## config.mk

```make
export PLATFORM = sky130hd
export DESIGN_NAME = gol_scanout_flat
export DESIGN_NICKNAME = d
export VERILOG_FILES = /design/src/rtl/gol_scanout_if.sv /design/src/rtl/gol_scanout.sv /design/src/flat_wrapper.sv
export SDC_FILE = /design/constraint.sdc
export NUM_CORES = 1
export LEC_CHECK = 0
export ABC_AREA = 1
export ABC_CLOCK_PERIOD_IN_PS = 3200
export BUFFER_PORTS_ARGS = -buffer_cell sky130_fd_sc_hd__buf_2
export CAP_MARGIN = 20
export CORE_MARGIN = 10
export CORE_UTILIZATION = 55
export DETAILED_ROUTE_END_ITERATION = 12
export MAX_ROUTING_LAYER = met4
export PLACE_DENSITY = 0.91
export SLEW_MARGIN = 15
export SYNTH_ARGS = -nofsm -noshare
export SYNTH_HDL_FRONTEND = slang
export SYNTH_SLANG_ARGS = --single-unit
```

## constraint.sdc

```tcl
create_clock -name clk -period 3.2 [get_ports clk]
set_clock_uncertainty 0.2 [all_clocks]
set_input_delay 0.48 -clock clk [delete_from_list [all_inputs] [get_ports clk]]
set_output_delay 0.48 -clock clk [all_outputs]
set_load 0.01 [all_outputs]
```

## src/rtl/gol_scanout_if.sv

```systemverilog
// Row-stream bus between the Game of Life scanout engine and its sink.
// Handshake: a beat transfers on a rising clk edge when row_valid and
// row_ready are both 1; row_valid, once high, stays high with row_data,
// row_idx, sof and eof held stable until that transfer happens, and
// row_ready is don't-care while row_valid is 0.
interface gol_scanout_if #(
  parameter int WIDTH  = 10,
  parameter int HEIGHT = 10
);
  localparam int RW = (HEIGHT > 1) ? $clog2(HEIGHT) : 1;

  logic [WIDTH*HEIGHT-1:0] cells;
  logic                    snap_req;
  logic                    row_ready;
  logic                    row_valid;
  logic [WIDTH-1:0]        row_data;
  logic [RW-1:0]           row_idx;
  logic                    sof;
  logic                    eof;
  logic                    busy;
  logic [15:0]             frame_count;
  logic [7:0]              drop_count;

  // Scanout engine side: sources the row stream.
  modport master (
    input  cells, snap_req, row_ready,
    output row_valid, row_data, row_idx, sof, eof, busy,
           frame_count, drop_count
  );

  // Sink / controller side.
  modport slave (
    output cells, snap_req, row_ready,
    input  row_valid, row_data, row_idx, sof, eof, busy,
           frame_count, drop_count
  );
endinterface

```

## src/rtl/gol_scanout.sv

```systemverilog
// Game of Life readout engine: snapshots the whole cell array in one cycle
// on snap_req, then streams it one row per beat with sof/eof flags.
// Requests arriving mid-frame are dropped and counted; a request on the
// final accepted beat starts the next frame with no idle cycle.
module gol_scanout #(
  parameter int WIDTH  = 10,
  parameter int HEIGHT = 10
) (
  input  logic              clk,
  input  logic              rst,
  gol_scanout_if.master     bus,
  output logic              state_dbg_o
);
  localparam int            RW   = (HEIGHT > 1) ? $clog2(HEIGHT) : 1;
  localparam logic [RW-1:0] LAST = RW'(HEIGHT - 1);

  typedef enum logic {IDLE = 1'b0, SEND = 1'b1} state_t;

  state_t                  state_q, state_d;
  logic [WIDTH*HEIGHT-1:0] snap_q, snap_d;
  logic [RW-1:0]           cnt_q, cnt_d;
  logic [15:0]             frame_q, frame_d;
  logic [7:0]              drop_q, drop_d;
  logic                    row_valid_q, row_valid_d;
  logic [WIDTH-1:0]        row_data_q, row_data_d;
  logic [RW-1:0]           row_idx_q, row_idx_d;
  logic                    sof_q, sof_d;
  logic                    eof_q, eof_d;

  // Next-state logic; outputs are derived from the next state so that
  // every output leaves a flop.
  always_comb begin
    state_d = state_q;
    snap_d  = snap_q;
    cnt_d   = cnt_q;
    frame_d = frame_q;
    drop_d  = drop_q;
    case (state_q)
      IDLE: begin
        if (bus.snap_req) begin
          snap_d  = bus.cells;
          cnt_d   = '0;
          state_d = SEND;
        end
      end
      SEND: begin
        if (bus.row_ready && (cnt_q == LAST)) begin
          frame_d = frame_q + 16'd1;
          cnt_d   = '0;
          if (bus.snap_req) begin
            snap_d = bus.cells;
          end else begin
            state_d = IDLE;
          end
        end else begin
          if (bus.row_ready) begin
            cnt_d = cnt_q + 1'b1;
          end
          if (bus.snap_req && (drop_q != 8'hFF)) begin
            drop_d = drop_q + 8'd1;
          end
        end
      end
      default: state_d = IDLE;
    endcase

    row_valid_d = (state_d == SEND);
    row_data_d  = row_valid_d ? snap_d[int'(cnt_d)*WIDTH +: WIDTH] : '0;
    row_idx_d   = row_valid_d ? cnt_d : '0;
    sof_d       = row_valid_d && (cnt_d == '0);
    eof_d       = row_valid_d && (cnt_d == LAST);
  end

  // State, snapshot, counters and registered outputs.
  always_ff @(posedge clk or negedge rst) begin
    if (!rst) begin
      state_q     <= IDLE;
      snap_q      <= '0;
      cnt_q       <= '0;
      frame_q     <= '0;
      drop_q      <= '0;
      row_valid_q <= 1'b0;
      row_data_q  <= '0;
      row_idx_q   <= '0;
      sof_q       <= 1'b0;
      eof_q       <= 1'b0;
    end else begin
      state_q     <= state_d;
      snap_q      <= snap_d;
      cnt_q       <= cnt_d;
      frame_q     <= frame_d;
      drop_q      <= drop_d;
      row_valid_q <= row_valid_d;
      row_data_q  <= row_data_d;
      row_idx_q   <= row_idx_d;
      sof_q       <= sof_d;
      eof_q       <= eof_d;
    end
  end

  assign bus.row_valid   = row_valid_q;
  assign bus.row_data    = row_data_q;
  assign bus.row_idx     = row_idx_q;
  assign bus.sof         = sof_q;
  assign bus.eof         = eof_q;
  assign bus.busy        = (state_q == SEND);
  assign bus.frame_count = frame_q;
  assign bus.drop_count  = drop_q;
  assign state_dbg_o     = (state_q == SEND);
endmodule

```

## src/flat_wrapper.sv

```systemverilog
// flat-port wrapper written by rule: the top's interface ports become plain ports
module gol_scanout_flat 
#(
  parameter int WIDTH  = 10,
  parameter int HEIGHT = 10
)
  (clk, rst, state_dbg_o, bus_cells, bus_snap_req, bus_row_ready, bus_row_valid, bus_row_data, bus_row_idx, bus_sof, bus_eof, bus_busy, bus_frame_count, bus_drop_count);
  gol_scanout_if #(.WIDTH(WIDTH), .HEIGHT(HEIGHT)) bus_i ();
  input  logic clk;
  input  logic rst;
  output logic state_dbg_o;
  input wire logic [$bits(bus_i.cells)-1:0] bus_cells;
  input wire logic [$bits(bus_i.snap_req)-1:0] bus_snap_req;
  input wire logic [$bits(bus_i.row_ready)-1:0] bus_row_ready;
  output wire logic [$bits(bus_i.row_valid)-1:0] bus_row_valid;
  output wire logic [$bits(bus_i.row_data)-1:0] bus_row_data;
  output wire logic [$bits(bus_i.row_idx)-1:0] bus_row_idx;
  output wire logic [$bits(bus_i.sof)-1:0] bus_sof;
  output wire logic [$bits(bus_i.eof)-1:0] bus_eof;
  output wire logic [$bits(bus_i.busy)-1:0] bus_busy;
  output wire logic [$bits(bus_i.frame_count)-1:0] bus_frame_count;
  output wire logic [$bits(bus_i.drop_count)-1:0] bus_drop_count;
  assign bus_i.cells = bus_cells;
  assign bus_i.snap_req = bus_snap_req;
  assign bus_i.row_ready = bus_row_ready;
  assign bus_row_valid = bus_i.row_valid;
  assign bus_row_data = bus_i.row_data;
  assign bus_row_idx = bus_i.row_idx;
  assign bus_sof = bus_i.sof;
  assign bus_eof = bus_i.eof;
  assign bus_busy = bus_i.busy;
  assign bus_frame_count = bus_i.frame_count;
  assign bus_drop_count = bus_i.drop_count;
  gol_scanout #(.WIDTH(WIDTH), .HEIGHT(HEIGHT)) u_core (.clk(clk), .rst(rst), .bus(bus_i), .state_dbg_o(state_dbg_o));
endmodule
```

; ---- Word-level counts from Yosys, hierarchy flattened
; Cells that the tools add are included.
[word_totals]
ff_bits = 145
in_bits = 104
output_inout_bits = 43
elab_cells = 38
[classes]
add_sub_neg = 3
mul = 1
n_eq_ne = 3
shifts = 1
n_mux = 12
bitwise_logic = 2
n_reduce_logical = 7
[ops]
columns = operator, count
row1 = 2-to-1 mux 100 bit, 2
row2 = one-hot mux 100 bit (2 select lines), 1
row3 = indexed part select 100 x 32 -> 10 bit, 1
row4 = adder 16 x 1 -> 16 bit (second input constant), 1
row5 = 2-to-1 mux 4 bit, 4
row6 = 2-to-1 mux 10 bit, 1
row7 = adder 8 x 1 -> 8 bit (second input constant), 1
row8 = equality test 4 bit (second input constant), 2
row9 = inequality test 8 bit (second input constant), 1
row10 = one-hot mux 4 bit (2 select lines), 1
row11 = multiplier 4 x 3 -> 7 bit (second input constant), 1
row12 = adder 4 x 1 -> 4 bit (second input constant), 1
row13 = logical AND 1 bit, 4
row14 = logical NOT 4 bit, 1
row15 = AND reduction 3 bit, 1
row16 = 2-to-1 mux 1 bit, 2
row17 = inverter 1 bit, 2
row18 = one-hot mux 1 bit (2 select lines), 1
row19 = AND reduction 2 bit, 1

; ---- Logic depth before layout (Yosys ltp)
[logic_depth]
word_depth = 7
depth_mapped = 17
depth_no_buf = 16

; ---- Least setup slack after synthesis
; OpenSTA, ideal clock, no wires.
[synth_timing]
kind = register to register
startpoint = reg u_core.cnt_q[1]
endpoint = reg u_core.row_data_q[2] (netlist: u_core.bus.row_data[2])
arrival_time_ns = 1.790
required_ns = 2.885
slack_ns = 1.096
path_stages_with_launch = 17
path_buffers = 2
synth_period_minus_slack_ns = 2.104
cell_sequence = dfrtp_1 inv_1 ha_1 nand2_1 inv_2 nand2_2 nand2_4 nand2_4 buf_6 buf_2 nand2_1 o21ai_1 nand2_1 nand4_1 nand3_1 nand2_1 inv_1
[synth_between]
elab_chain_len = 7
elab_cells_between_ends = 14
cone_classes = 1 x add/sub / 1 x mul / 1 x eq/ne / 1 x shift / 9 x mux / 1 x reduce/logical
[synth_rtl]
columns = element, line_no
row1 = start: declaration, gol_scanout.sv:21  ; logic [RW-1:0] cnt_q, cnt_d;
row2 = start signal: assignment, gol_scanout.sv:90  ; cnt_q <= cnt_d;
row3 = adder 4 x 1 -> 4 bit or equality test 4 bit (tied branches), "gol_scanout.sv:57, gol_scanout.sv:47"
row4 = 2-to-1 mux 4 bit or logical AND 1 bit (tied branches), "gol_scanout.sv:56, gol_scanout.sv:47"
row5 = 2-to-1 mux 4 bit, gol_scanout.sv:47  ; if (bus.row_ready && (cnt_q == LAST)) begin
row6 = one-hot mux 4 bit (2 select lines), gol_scanout.sv:38  ; case (state_q)
row7 = multiplier 4 x 3 -> 7 bit, gol_scanout.sv:68  ; row_data_d = row_valid_d ? snap_d[int'(cnt_d)*WIDTH +: WIDTH] : '0;
row8 = indexed part select 100 x 32 -> 10 bit, gol_scanout.sv:68
row9 = 2-to-1 mux 10 bit (*), gol_scanout.sv:68
row10 = net u_core.row_data_d[2], gol_scanout.sv:25  ; logic [WIDTH-1:0] row_data_q, row_data_d;
row11 = end signal: assignment, gol_scanout.sv:94  ; row_data_q <= row_data_d;
row12 = end: declaration, gol_scanout.sv:25
; Mark *: on every way through the listed nets, which the timed path passes. The rest lies on a longest branch.
; A chain may end at the register's enable or synchronous reset.

; ---- Worst setup path after layout
[layout_timing]
startpoint = reg u_core.cnt_q[1]
endpoint = reg u_core.row_data_q[5] (netlist: u_core.bus.row_data[5])
[layout_between]
elab_chain_len = 7
elab_cells_between_ends = 14
cone_classes = 1 x add/sub / 1 x mul / 1 x eq/ne / 1 x shift / 9 x mux / 1 x reduce/logical
[layout_rtl]
columns = element, line_no
row1 = adder 4 x 1 -> 4 bit or equality test 4 bit (tied branches), "gol_scanout.sv:57, gol_scanout.sv:47"
row2 = 2-to-1 mux 4 bit or logical AND 1 bit (tied branches), "gol_scanout.sv:56, gol_scanout.sv:47"
row3 = 2-to-1 mux 4 bit (*), gol_scanout.sv:47
row4 = one-hot mux 4 bit (2 select lines) (*), gol_scanout.sv:38
row5 = net u_core.cnt_d[3], gol_scanout.sv:21
row6 = multiplier 4 x 3 -> 7 bit (*), gol_scanout.sv:68
row7 = indexed part select 100 x 32 -> 10 bit (*), gol_scanout.sv:68
row8 = 2-to-1 mux 10 bit (*), gol_scanout.sv:68
row9 = net u_core.row_data_d[5], gol_scanout.sv:25
; Marked as above.

==> results.cfg <==
[status]
status = finished, final reports clean

[sta]
rsz0062_at_grt = no
finalCritPeriodShare_pct = 85.6
layout_min_cycle_time_ns = 2.74
max_freq_ghz = 0.365
setup_viol = 0
worstMarginPinSlew_ns = 0.653
drv_slew = 0
hold_violations = 0
max_slew_margin_pct = 56.4
totalNegativeSetupSlack_ns = 0

[synth]
yosysSeqAreaShare_pct = 52.3
synth_area_per_cell_um2 = 8.06
yosysTopAreaCell = dfrtp_1
ys_ff_latch = 145
syn-cell-area_um2 = 6940
synth_warnings = 0
yosys.area.top_type_share_pct = 52.3
synthTopCellsByArea = dfrtp_1, nand2_1, nand3_1
syn_inst = 861
synth_cell_type_count = 34
syn_nets = 969

[floorplanning]
core-area_um2 = 12200
floorplan.initialDensity_pct = 57.0
ioPinCount = 147
die_w_um = 132
dieArea_um2 = 17500
die_h_um = 132
num_rows = 40

[layout]
final_nets = 1105
nFillCells = 976
mostFrequentLayoutCells = nand2_1, nand3_1, buf_2, dfrtp_1, inv_1
final_common_cell = nand2_1
multi_input_area_um2 = 2810
synthToLayoutAreaGrowth_pct = 20.8
drive_gt1_share_pct = 20.7
stdcell_count = 1176
regArea_um2 = 3630
antennaDiodeCount = 0

[pwr]
power.leakage_uw = 0.00467
irDropWorstVdd_mv = 0.570
p_per_area_nw_per_um2 = 998

[setup_path]
cp-startpoint = u_core.cnt_q[1]
endpoint = u_core.bus.row_data[5]
startpoint_type = flop
reg2reg_slack_ns = 0.46
r2r_cells = 17
crit_chain = inv_1 > ha_1 > nand2_1 > inv_2 > nand2_2 > nand2_4 > buf_4 > inv_2 > nand2_1 > o21ai_2 > nor2_4 > nand2_1 > nor2_1 > nand2_1 > nand3_1 > nand2_1 > inv_1
cp.arrival_ns = 2.91
reg2reg_from = u_core.cnt_q[1]
r2r_end = u_core.bus.row_data[5]
cp.required_ns = 3.37
worst_path_max_delay_cell = dfrtp_1
cp_common_cell = nand2_1
cp_max_fo = 34
critPathMaxStageDelay_ns = 0.42
path_class = flop to flop
end_kind = flop

[grt]
grt_pass1_vias = 6229
antenna_found_initial = 0
grt_max_degree = 75
overflow = 0
grt_pass1_wl_mm = 31.3
grtUsageTotal_pct = 22.5

[clock_tree]
cts_max_level = 4
clkTransAtPathRegs_ns = 0.06
numCtsBuffers = 17
cts_tree = built
cts_sinks = 145
clock_path_buffers = 2
cts_setup_buffers = 0
clkLatencyLatePin_ns = 0.43
root_buffer = clkbuf_16

[placement]
hpwl_mm = 13.8
portBuffers = 146
globalplace.congestion = 0.916
placed_cells = 1145

[worst_hold_path]
min_path_type = input port to flop

[routing]
totalWireLength_mm = 19.4
vias = 6322
drc = 0
drt-vias-per-instance = 5.38
drtAntennaViolNets = 0
wl_per_cell_um = 16.5
dr.pass1.iters = 5
initialDrtViolationCount = 592

[run]
maxCapViolations = 0
==> worst min-delay path by stage <==
| stage | startpoint | cells past startpoint | to | slack [ns] |
|---|---|---|---|---|
| after floorplan | rst | 0 | u_core.bus.busy | -0.02 |
| after global placement | u_core.snap_q[50] | 2 | u_core.snap_q[50] | 0.25 |
| after detailed placement | u_core.snap_q[0] | 2 | u_core.snap_q[0] | 0.25 |
| after CTS | bus_cells[52] | 3 | u_core.snap_q[52] | 0.10 |
| after global routing | bus_cells[64] | 3 | u_core.snap_q[64] | 0.13 |
| final | bus_cells[52] | 3 | u_core.snap_q[52] | 0.11 |
==> registers in the layout (all words and copies together) (netlist names) <==
signal,flops
u_core.bus.busy,1
u_core.bus.drop_count,8
u_core.bus.eof,1
u_core.bus.frame_count,16
u_core.bus.row_data,10
u_core.bus.row_idx,4
u_core.bus.sof,1
u_core.cnt_q,4
u_core.snap_q,100
==> cell usage after synthesis <==
library cell,instances
nand2_1,322
dfrtp_1,145
nand3_1,145
inv_1,65
nor2_1,35
buf_2,22
xor2_1,15
o21ai_0,13
clkbuf_1,11
and2_1,10
nand4_1,10
xnor2_1,8
buf_4,7
inv_2,7
nand3b_1,6
o21ai_1,5
ha_1,4
nand2_2,4
nor2_2,3
nor2_4,3
o211ai_1,3
o21a_1,3
a21oi_1,2
nand2_4,2
nor4_1,2
buf_1,1
buf_6,1
clkinv_1,1
mux2_2,1
nor3_1,1
nor3b_1,1
o21ai_2,1
o21ai_4,1
o22ai_4,1
==> repair_timing <==
| action | in CTS | in global routing |
|---|---|---|
| hold endpoints to repair | 68 | 0 |
| resized for setup | 0 | 0 |
| hold buffers | 1 | 0 |
==> layout make-up <==
type	count	area share, %
clock buffers	25	6.15
clock inverters	5	0.896
inverters	73	3.27
multi-input cells	601	33.6
flip-flops and latches	145	43.3
well taps	168	2.51
repair buffers	159	10.3
==> critical path, delay by kind of cell, from the launching register on <==
kind	cells	cell delay, ns
AND/OR/NAND/NOR	10	1.06
flip-flops	1	0.42
AO/OA/AOI/OAI	1	0.13
buffers and inverters	5	0.71
adder cells (fa/ha/maj)	1	0.16
==> per-layer routing <==
| layer | GRT usage [%] | share of wire (%) |
|---|---|---|
| met5 | - | 0 |
| met4 | 9.35 | 2.8 |
| met3 | 5.18 | 7.6 |
| met2 | 35.3 | 48 |
| met1 | 27.4 | 42 |
==> stage by stage <==
| stage | instance area, um^2 | util, % | hold WS, ns | setup slack [ns] | total power [uW] |
|---|---|---|---|---|---|
| after global routing | 8380 | 68.9 | 0.127 | 0.252 | 8940 |
| after detailed placement | 7780 | 64.0 | 0.254 | 0.537 | 6300 |
| final | 8380 | 68.9 | 0.109 | 0.461 | 8360 |
| after floorplan | 6940 | - | -0.0156 | 1.10 | 5270 |
| after CTS | 8380 | 68.9 | 0.101 | 0.513 | 8320 |
| after global placement | 7780 | 64.0 | 0.249 | 0.668 | 6140 |
==> power breakdown <==
group / switching, uW / internal [uW]
Combinational: 2260 / 1140
Sequential: 335 / 2660
Clock: 717 / 1260
==> cells by family after synthesis <==
family	after synthesis	share of synthesized area [%]
multiplexers	1	0.162
AND/OR/NAND/NOR	544	34.0
AO/OA/AOI/OAI	29	2.74
buffers and inverters	115	7.11
XOR/XNOR	23	2.90
flip-flops	145	52.3
adder cells (fa/ha/maj)	4	0.722
Note: power is estimated with default switching activity, not from simulation.
